<file path="src/rtl/mips_ctrl_pkg.sv">
// Shared state encoding, opcode values and datapath select constants
// for the multi-cycle MIPS control sequencer.
package mips_ctrl_pkg;

    typedef enum logic [3:0] {
        FETCH,
        DECODE,
        EXEC_R,
        EXEC_I,
        MEM_ADDR,
        MEM_RD,
        MEM_WR,
        WB_ALU,
        WB_MEM,
        BRANCH,
        TRAP
    } state_e;

    localparam logic [5:0] OP_RTYPE = 6'h00;
    localparam logic [5:0] OP_ADDI  = 6'h08;
    localparam logic [5:0] OP_LW    = 6'h23;
    localparam logic [5:0] OP_SW    = 6'h2B;
    localparam logic [5:0] OP_LH    = 6'h21;
    localparam logic [5:0] OP_LHU   = 6'h25;
    localparam logic [5:0] OP_BEQ   = 6'h04;

    localparam logic [1:0] ALU_OP_ADD   = 2'b00;
    localparam logic [1:0] ALU_OP_SUB   = 2'b01;
    localparam logic [1:0] ALU_OP_FUNCT = 2'b10;

    localparam logic [1:0] ALU_SRC_B_REG    = 2'b00;
    localparam logic [1:0] ALU_SRC_B_FOUR   = 2'b01;
    localparam logic [1:0] ALU_SRC_B_IMM    = 2'b10;
    localparam logic [1:0] ALU_SRC_B_BRANCH = 2'b11;

endpackage

</file>
<file path="src/rtl/mem_wait_timer.sv">
// Counts consecutive not-ready cycles of one memory access and flags a
// timeout once MAX_WAIT of them have gone by with the access still pending.
module mem_wait_timer #(
    parameter int MAX_WAIT = 15
) (
    input  logic clk,
    input  logic reset,
    input  logic active,
    input  logic ready,
    output logic timeout
);
    localparam int CW = $clog2(MAX_WAIT + 1);
    localparam logic [CW-1:0] LIMIT = CW'(MAX_WAIT);

    logic [CW-1:0] count;

    // Saturates at the limit so it never wraps back under the timeout compare.
    always_ff @(posedge clk) begin
        if (reset || !active || ready) begin
            count <= '0;
        end else if (count != LIMIT) begin
            count <= count + CW'(1);
        end
    end

    assign timeout = active && !ready && (count == LIMIT);

endmodule

</file>
<file path="src/rtl/multicycle_control.sv">
// Multi-cycle MIPS control sequencer: datapath controls are decoded from the
// state register; traps stickily on an illegal opcode or a memory timeout.
module multicycle_control
    import mips_ctrl_pkg::*;
#(
    parameter int OPCODE_W = 6,
    parameter int CNT_W    = 32,
    parameter int MAX_WAIT = 15
) (
    input  logic                clk,
    input  logic                reset,
    input  logic [OPCODE_W-1:0] opcode,
    input  logic                mem_ready,
    output logic                pc_write,
    output logic                pc_write_cond,
    output logic                pc_source,
    output logic                i_or_d,
    output logic                mem_read,
    output logic                mem_write,
    output logic                mem_half,
    output logic                mem_signed,
    output logic                ir_write,
    output logic                reg_dst,
    output logic                mem_to_reg,
    output logic                reg_write,
    output logic                alu_src_a,
    output logic [1:0]          alu_src_b,
    output logic [1:0]          alu_op,
    output logic                illegal_op,
    output logic                bus_err,
    output logic                halted,
    output logic [CNT_W-1:0]    retired,
    output logic [3:0]          dbgState
);
    state_e              state;
    logic [OPCODE_W-1:0] opQ;
    logic                illegalQ;
    logic                busErrQ;
    logic [CNT_W-1:0]    retiredQ;
    logic                memPhase;
    logic                timeout;
    logic                isRtype;
    logic                isStore;
    logic                isHalf;
    logic                isSigned;
    logic                isMemOp;

    // Handshake: mem_read/mem_write stay asserted for the whole memory state;
    // the access completes in the cycle mem_ready is high and the FSM advances.
    assign memPhase = (state == FETCH) || (state == MEM_RD) || (state == MEM_WR);

    assign isRtype  = (opQ == OPCODE_W'(OP_RTYPE));
    assign isStore  = (opQ == OPCODE_W'(OP_SW));
    assign isSigned = (opQ == OPCODE_W'(OP_LH));
    assign isHalf   = isSigned || (opQ == OPCODE_W'(OP_LHU));
    assign isMemOp  = (opcode == OPCODE_W'(OP_LW)) || (opcode == OPCODE_W'(OP_SW)) ||
                      (opcode == OPCODE_W'(OP_LH)) || (opcode == OPCODE_W'(OP_LHU));

    mem_wait_timer #(
        .MAX_WAIT(MAX_WAIT)
    ) waitTimer (
        .clk    (clk),
        .reset  (reset),
        .active (memPhase),
        .ready  (mem_ready),
        .timeout(timeout)
    );

    always_ff @(posedge clk) begin
        if (reset) begin
            state    <= FETCH;
            opQ      <= '0;
            illegalQ <= 1'b0;
            busErrQ  <= 1'b0;
            retiredQ <= '0;
        end else begin
            case (state)
                FETCH: begin
                    if (mem_ready) begin
                        state <= DECODE;
                    end else if (timeout) begin
                        state   <= TRAP;
                        busErrQ <= 1'b1;
                    end
                end
                DECODE: begin
                    opQ <= opcode;
                    if (opcode == OPCODE_W'(OP_RTYPE)) begin
                        state <= EXEC_R;
                    end else if (opcode == OPCODE_W'(OP_ADDI)) begin
                        state <= EXEC_I;
                    end else if (isMemOp) begin
                        state <= MEM_ADDR;
                    end else if (opcode == OPCODE_W'(OP_BEQ)) begin
                        state <= BRANCH;
                    end else begin
                        state    <= TRAP;
                        illegalQ <= 1'b1;
                    end
                end
                EXEC_R, EXEC_I: state <= WB_ALU;
                MEM_ADDR:       state <= isStore ? MEM_WR : MEM_RD;
                MEM_RD: begin
                    if (mem_ready) begin
                        state <= WB_MEM;
                    end else if (timeout) begin
                        state   <= TRAP;
                        busErrQ <= 1'b1;
                    end
                end
                MEM_WR: begin
                    if (mem_ready) begin
                        state    <= FETCH;
                        retiredQ <= retiredQ + CNT_W'(1);
                    end else if (timeout) begin
                        state   <= TRAP;
                        busErrQ <= 1'b1;
                    end
                end
                WB_ALU, WB_MEM, BRANCH: begin
                    state    <= FETCH;
                    retiredQ <= retiredQ + CNT_W'(1);
                end
                TRAP:    state <= TRAP;
                default: state <= TRAP;
            endcase
        end
    end

    always_comb begin
        pc_write      = 1'b0;
        pc_write_cond = 1'b0;
        pc_source     = 1'b0;
        i_or_d        = 1'b0;
        mem_read      = 1'b0;
        mem_write     = 1'b0;
        mem_half      = 1'b0;
        mem_signed    = 1'b0;
        ir_write      = 1'b0;
        reg_dst       = 1'b0;
        mem_to_reg    = 1'b0;
        reg_write     = 1'b0;
        alu_src_a     = 1'b0;
        alu_src_b     = ALU_SRC_B_REG;
        alu_op        = ALU_OP_ADD;
        illegal_op    = 1'b0;
        bus_err       = 1'b0;
        halted        = 1'b0;
        retired       = '0;
        dbgState      = '0;
        // Everything reads as zero while reset is held, whatever the state register holds.
        if (!reset) begin
            illegal_op = illegalQ;
            bus_err    = busErrQ;
            retired    = retiredQ;
            dbgState   = state;
            case (state)
                FETCH: begin
                    mem_read  = 1'b1;
                    alu_src_b = ALU_SRC_B_FOUR;
                    ir_write  = mem_ready;
                    pc_write  = mem_ready;
                end
                DECODE: alu_src_b = ALU_SRC_B_BRANCH;
                EXEC_R: begin
                    alu_src_a = 1'b1;
                    alu_op    = ALU_OP_FUNCT;
                end
                EXEC_I, MEM_ADDR: begin
                    alu_src_a = 1'b1;
                    alu_src_b = ALU_SRC_B_IMM;
                end
                WB_ALU: begin
                    reg_write = 1'b1;
                    reg_dst   = isRtype;
                end
                MEM_RD: begin
                    mem_read   = 1'b1;
                    i_or_d     = 1'b1;
                    mem_half   = isHalf;
                    mem_signed = isSigned;
                end
                MEM_WR: begin
                    mem_write = 1'b1;
                    i_or_d    = 1'b1;
                end
                WB_MEM: begin
                    reg_write  = 1'b1;
                    mem_to_reg = 1'b1;
                    mem_half   = isHalf;
                    mem_signed = isSigned;
                end
                BRANCH: begin
                    alu_src_a     = 1'b1;
                    alu_op        = ALU_OP_SUB;
                    pc_write_cond = 1'b1;
                    pc_source     = 1'b1;
                end
                TRAP:    halted = 1'b1;
                default: halted = 1'b0;
            endcase
        end
    end

endmodule

</file>
<file path="config.mk">
export PLATFORM = sky130hd
export DESIGN_NAME = multicycle_control
export DESIGN_NICKNAME = d
export VERILOG_FILES = /design/src/rtl/mips_ctrl_pkg.sv /design/src/rtl/mem_wait_timer.sv /design/src/rtl/multicycle_control.sv
export SDC_FILE = /design/constraint.sdc
export NUM_CORES = 1
export LEC_CHECK = 0
export CAP_MARGIN = 20
export CORE_MARGIN = 2
export CORE_UTILIZATION = 43
export DETAILED_ROUTE_END_ITERATION = 6
export PLACE_DENSITY = 0.7
export SYNTH_ARGS = -nofsm -noshare
export SYNTH_HDL_FRONTEND = slang
export SYNTH_SLANG_ARGS = --single-unit
</file>
<file path="constraint.sdc">
create_clock -name clk -period 2.65 [get_ports clk]
set_input_delay 0.53 -clock clk [delete_from_list [all_inputs] [get_ports clk]]
set_output_delay 0.53 -clock clk [all_outputs]
set_load 0.05 [all_outputs]
</file>
==> flow_summary.yaml, run 1 <==
placement:
  place_inst: 500
  gp_congestion: 0.832
  io_buffer_count: 64
  dp_hpwl_um: 4730
  post_dp_cell_area_sq_mm: 0.00359
pwr:
  power.internal_uw: 1340
  comb_power_share_pct: 45.1
  power_frac_seq_pct: 37.0
  p_sw_uw: 953
  powerDensity_mw_per_mm2: 627
  p_leak_uw: 0.00134
  ir_worst_vdd_mv: 0.583
  clkPwrFrac_pct: 17.8
  switching_share_pct: 41.5
routing:
  drc: 0
  via_count: 2681
  antenna_left: 0
  routed_wl_um: 6490
  drtIter0Drc: 90
  drt-pass1-iter-count: 4
  avgViaCountPerCell: 5.29
  wl_per_cell_um: 12.8
synth:
  ys.flop_type: "dfxtp_1"
  synth_nets: 380
  postSynthCellCount: 369
  synth_edf_count: 0
  ys_warn_count: 0
  synth.lib_cells_used.distinct: 44
  syn_avg_cell_area_sq_um: 7.56
  netlist_area_sq_mm: 0.00279
  ys_seq_elements: 48
  seq_area_frac_synth_pct: 34.4
  async_flop_share_pct: 0
run:
  maxCapViolations: 0
grt:
  track_usage_pct: 17.9
  antenna_found_initial: 0
  grt_pass1_vias: 2438
  grt_max_degree: 41
  grt_pass1_wl_um: 10800
  grt.overflow.total: 0
setup_path:
  crit_cells: 6
  crit_family: "simple AND/OR/NAND/NOR gates"
  r2r_slack_ns: 0.34
  cp_slowest_cell: "dfxtp_1"
  worstPathArrival_ns: 1.93
  path_max_fanout: 12
  critPathKind: "flip-flop to output pin"
  path_buf_inv: 2
  required_ns: 2.12
  worstRegToRegCells: 5
  cpPeakStageDelay_ns: 0.43
  cp-start-kind: "flip-flop"
  end_kind: "output pin"
  crit_path_cell_trace: "buf_4 -> nand2b_1 -> o21ai_0 -> and4_1 -> nor2b_4 -> buf_12"
clocking:
  post_cts_buffers: 0
  holdBufCountCts: 0
  clock_latency_ns: 0.29
  cts-htree-levels: 2
  post_cts_resized: 0
  cts-buffers-inserted: 5
  clock-sinks: 48
  clock-root-buffer: "clkbuf_8"
  cts_tree: "yes"
  cts.path.max_buffers: 2
  clkTransAtPathRegs_ns: 0.08
layout:
  final_cell_mix: "buf_4 (55), dfxtp_1 (48), nor2_1 (42)"
  diodes: 0
  fin_area_sq_mm: 0.00367
  area_growth_syn_to_layout_pct: 31.4
  final_common_cell: "buf_4"
  nNetsFinal: 441
  finalNonFillerCells: 507
  drive_gt1_share_pct: 20.9
sta:
  finalClockSkew_ns: 0.00821
  min_period_over_period_pct: 92.7
  setup_viol_count_final: 0
  rsz0062_at_grt: "no"
  drv_slew: 0
  fin_crit_ns: 2.46
  slew_headroom_pct: 54.3
  finalHoldViolCount: 0
  max_freq_mhz: 407
  worstMarginPinSlew_ns: 0.680
floorplanning:
  coreArea_sq_mm: 0.00631
  row_count: 29
  start_util_pct: 44.2
  io-pin-count: 65
  die_w_um: 84.6
  die-area_sq_mm: 0.00715
  die_y_um: 84.6
run_status:
  status: "finished clean"
hold_path:
  whs_path_depth: 2
  hold_class: "flip-flop to flip-flop"
[final cells by class]
| class | count | area [sq um] |
|---|---|---|
| repair buffers | 79 | 788 |
| clock inverters | 1 | 5.00 |
| well taps | 77 | 96.3 |
| multi-input cells | 292 | 1730 |
| flip-flops and latches | 48 | 961 |
| clock buffers | 6 | 72.6 |
| fillers | 599 | 2650 |
| inverters | 4 | 15.0 |
[stage by stage]
step                setup slack (ns)  hold WS [ns]  TNS [ns]  total power, uW  utilization [%]
floorplan                     -0.513         0.429     -1.37             1600                -
global placement             -0.0122         0.442   -0.0122             1890             56.8
detailed placement           -0.0297         0.453   -0.0297             1900             56.8
CTS                            0.150         0.473         0             2310             58.0
global route                  0.0419         0.494         0             2450             58.1
finish                         0.193         0.469         0             2300             58.1
[power groups by stage]
stage          Sequential [uW]  Combinational, uW  Clock, uW
2_1_floorplan              852                745          0
3_3_place_gp               864               1030          0
3_5_place_dp               868               1030          0
4_1_cts                    850               1040        427
5_1_grt                    862               1130        454
6_report                   851               1040        410
[synth_stat cells (4+ instances only)]
master / instances / area share [%]
nand3_1: 14 / 2.5
xor2_1: 4 / 1.3
or3_1: 9 / 2.0
nor3_1: 19 / 3.4
nand2_1: 37 / 5.0
nor2b_1: 39 / 8.7
nor2_1: 42 / 5.7
dfxtp_1: 48 / 34
clkbuf_1: 18 / 2.4
nand2b_1: 5 / 1.1
nand4_1: 4 / 0.90
xnor2_1: 18 / 5.7
nor4_1: 12 / 2.7
o21ai_0: 15 / 2.7
a21oi_1: 24 / 4.3
or4_1: 7 / 1.9
mux2_2: 4 / 1.6
inv_1: 4 / 0.54
a31oi_1: 4 / 0.90
[routing by layer]
layer	vias up	share of wire [%]	track usage, %
met3	4	3.7	3.34
met5	-	0	0
met1	1231	47	22.6
met4	0	0.71	4.47
met2	53	49	31.6
li1	1393	-	-
[registers in the layout, summed over array words and instances, names as in the netlist]
| name | flops |
|---|---|
| retiredQ | 32 |
| opQ | 6 |
| state | 4 |
| waitTimer.count | 4 |
| busErrQ | 1 |
| illegalQ | 1 |
[cell families after synthesis]
family / after synthesis / share of synthesized area, %
AND/OR/NAND/NOR: 209 / 40.0
AO/OA/AOI/OAI: 51 / 10.1
multiplexers: 7 / 2.69
adder cells (fa/ha/maj): 3 / 1.26
XOR/XNOR: 22 / 6.91
flip-flops: 48 / 34.4
buffers and inverters: 29 / 4.62
[worst reg2reg max path, stage by stage, from the launching register on]
cell     delay, ns
dfxtp_1       0.40
or2_4         0.31
o22a_1        0.24
or4_4         0.59
nor4_1        0.30
mux2_2        0.36
[final timing paths]
check	startpoint	end
max	state[3]	mem_signed
max reg2reg	state[2]	retiredQ[25]
min reg2reg	illegalQ	illegalQ
min	illegalQ	illegalQ
Power figures use the tool's default switching activity.
==> run 2, diff against run 1 <==
--- a/config.mk
+++ b/config.mk
@@ -6,10 +6,13 @@
 export NUM_CORES = 1
 export LEC_CHECK = 0
 export CAP_MARGIN = 20
+export CELL_PAD_IN_SITES_DETAIL_PLACEMENT = 1
+export CELL_PAD_IN_SITES_GLOBAL_PLACEMENT = 1
 export CORE_MARGIN = 2
-export CORE_UTILIZATION = 43
+export CORE_UTILIZATION = 36
 export DETAILED_ROUTE_END_ITERATION = 6
-export PLACE_DENSITY = 0.7
+export PLACE_DENSITY_LB_ADDON = 0.1
+export SLEW_MARGIN = 0
 export SYNTH_ARGS = -nofsm -noshare
 export SYNTH_HDL_FRONTEND = slang
 export SYNTH_SLANG_ARGS = --single-unit
==> flow_summary.yaml, run 2 (synthesis results as in run 1) <==
run_status:
  status: "finished clean"
setup_path:
  end_kind: "output pin"
  crit_cells: 6
  r2r_slack_ns: 0.37
  path_max_fanout: 9
  worstRegToRegCells: 5
  cp_slowest_cell: "dfxtp_1"
  crit_path_cell_trace: "nor2b_1 -> nand2_1 -> o21ai_0 -> and4_1 -> nor2b_4 -> buf_12"
  worstPathArrival_ns: 1.97
  path_buf_inv: 1
  critPathKind: "flip-flop to output pin"
  required_ns: 2.12
  cpPeakStageDelay_ns: 0.48
  reg2reg_from: "state[2]"
  crit_path_start: "state[2]"
  cp-start-kind: "flip-flop"
  worstSetupEndpoint: "mem_signed"
  crit_family: "simple AND/OR/NAND/NOR gates"
  reg2reg_to: "retiredQ[25]"
clocking:
  post_cts_buffers: 0
  cts.path.max_buffers: 2
  post_cts_resized: 0
  clock-sinks: 48
  cts-buffers-inserted: 5
  cts-htree-levels: 2
  cts_tree: "yes"
  clkTransAtPathRegs_ns: 0.10
  holdBufCountCts: 0
  clock-root-buffer: "clkbuf_8"
  clock_latency_ns: 0.30
pwr:
  p_leak_uw: 0.00143
  fin_total_pwr_uw: 2510
  powerDensity_mw_per_mm2: 624
  ir_worst_vdd_mv: 0.251
layout:
  fin_util_pct: 52.8
  max_flop_register: "retiredQ"
  final_common_cell: "dfxtp_1"
  area_growth_syn_to_layout_pct: 44.0
  diodes: 0
  final_cell_mix: "dfxtp_1 (47), nor2_1 (42), buf_4 (40)"
  finalNonFillerCells: 538
  nNetsFinal: 446
  drive_gt1_share_pct: 22.2
  reg_top3: "retiredQ (32), opQ (6)"
  largest_reg_flops: 32
routing:
  routed_wl_um: 7820
  wl_per_cell_um: 14.5
  antenna_left: 0
  drt-pass1-iter-count: 4
  drtIter0Drc: 94
  via_count: 2801
  drc: 0
  avgViaCountPerCell: 5.21
sta:
  max_freq_mhz: 400
  rsz0062_at_grt: "no"
  min_period_over_period_pct: 94.4
  slew_headroom_pct: 66.4
  worstMarginPinSlew_ns: 0.503
  finalClockSkew_ns: 0.00595
  setup_viol_count_final: 0
  fin_crit_ns: 2.50
  drv_slew: 0
  finalHoldViolCount: 0
floorplanning:
  die-area_sq_mm: 0.00847
  row_count: 32
  coreArea_sq_mm: 0.00761
  die_y_um: 92.0
  io-pin-count: 65
  die_w_um: 92.0
  start_util_pct: 36.7
hold_path:
  whs_path_depth: 2
  hold_class: "flip-flop to flip-flop"
run:
  maxCapViolations: 0
grt:
  track_usage_pct: 19.5
  grt_pass1_vias: 2874
  antenna_found_initial: 0
  grt.overflow.total: 0
  grt_max_degree: 35
  grt_pass1_wl_um: 13600
placement:
  gp_congestion: 0.752
  dp_hpwl_um: 6030
  io_buffer_count: 64
  place_inst: 530
==> run 2: metal layers <==
metal | track usage (%) | up-vias | wire length, um | part of all wire (%)
met5 | 0 | - | 0 | 0
met2 | 36.3 | 45 | 4080 | 52
met3 | 2.88 | 10 | 216 | 2.8
li1 | - | 1407 | - | -
met4 | 5.85 | 0 | 112 | 1.4
met1 | 23.2 | 1339 | 3410 | 44
==> run 2: worst min-delay path by stage <==
stage | startpoint | to | slack, ns
floorplan | busErrQ | busErrQ | 0.43
global placement | illegalQ | illegalQ | 0.44
detailed placement | busErrQ | busErrQ | 0.46
CTS | opQ[3] | opQ[3] | 0.48
global route | opQ[5] | opQ[5] | 0.52
finish | opQ[3] | opQ[3] | 0.48
==> run 2: final cells by class <==
type	instances	area, sq um
multi-input cells	292	1730
fillers	916	3590
repair buffers	84	1080
well taps	102	128
clock buffers	5	68.8
flip-flops and latches	48	962
inverters	4	15.0
clock inverters	3	42.5
==> run 2: tightest hold or removal path: cells and delay by family (launching register included) <==
family / cells / cell delay (ns)
flip-flops: 1 / 0.33
AND/OR/NAND/NOR: 1 / 0.06
AO/OA/AOI/OAI: 1 / 0.06
==> run 2: per-stage QoR <==
stage	area [sq um]	setup slack [ns]	hold slack, ns	setup TNS, ns
2_1_floorplan	2820	-0.513	0.429	-1.37
3_3_place_gp	3910	-0.0246	0.441	-0.0246
3_5_place_dp	3910	-0.0416	0.463	-0.0756
4_1_cts	4020	0.0972	0.483	0
5_1_grt	4020	0.0398	0.519	0
6_report	4020	0.148	0.477	0
==> run 2: power breakdown <==
| group | switching, uW | internal, uW | total (uW) |
|---|---|---|---|
| clock | 263 | 280 | 543 |
| combinational | 683 | 417 | 1100 |
| sequential | 77.1 | 787 | 864 |
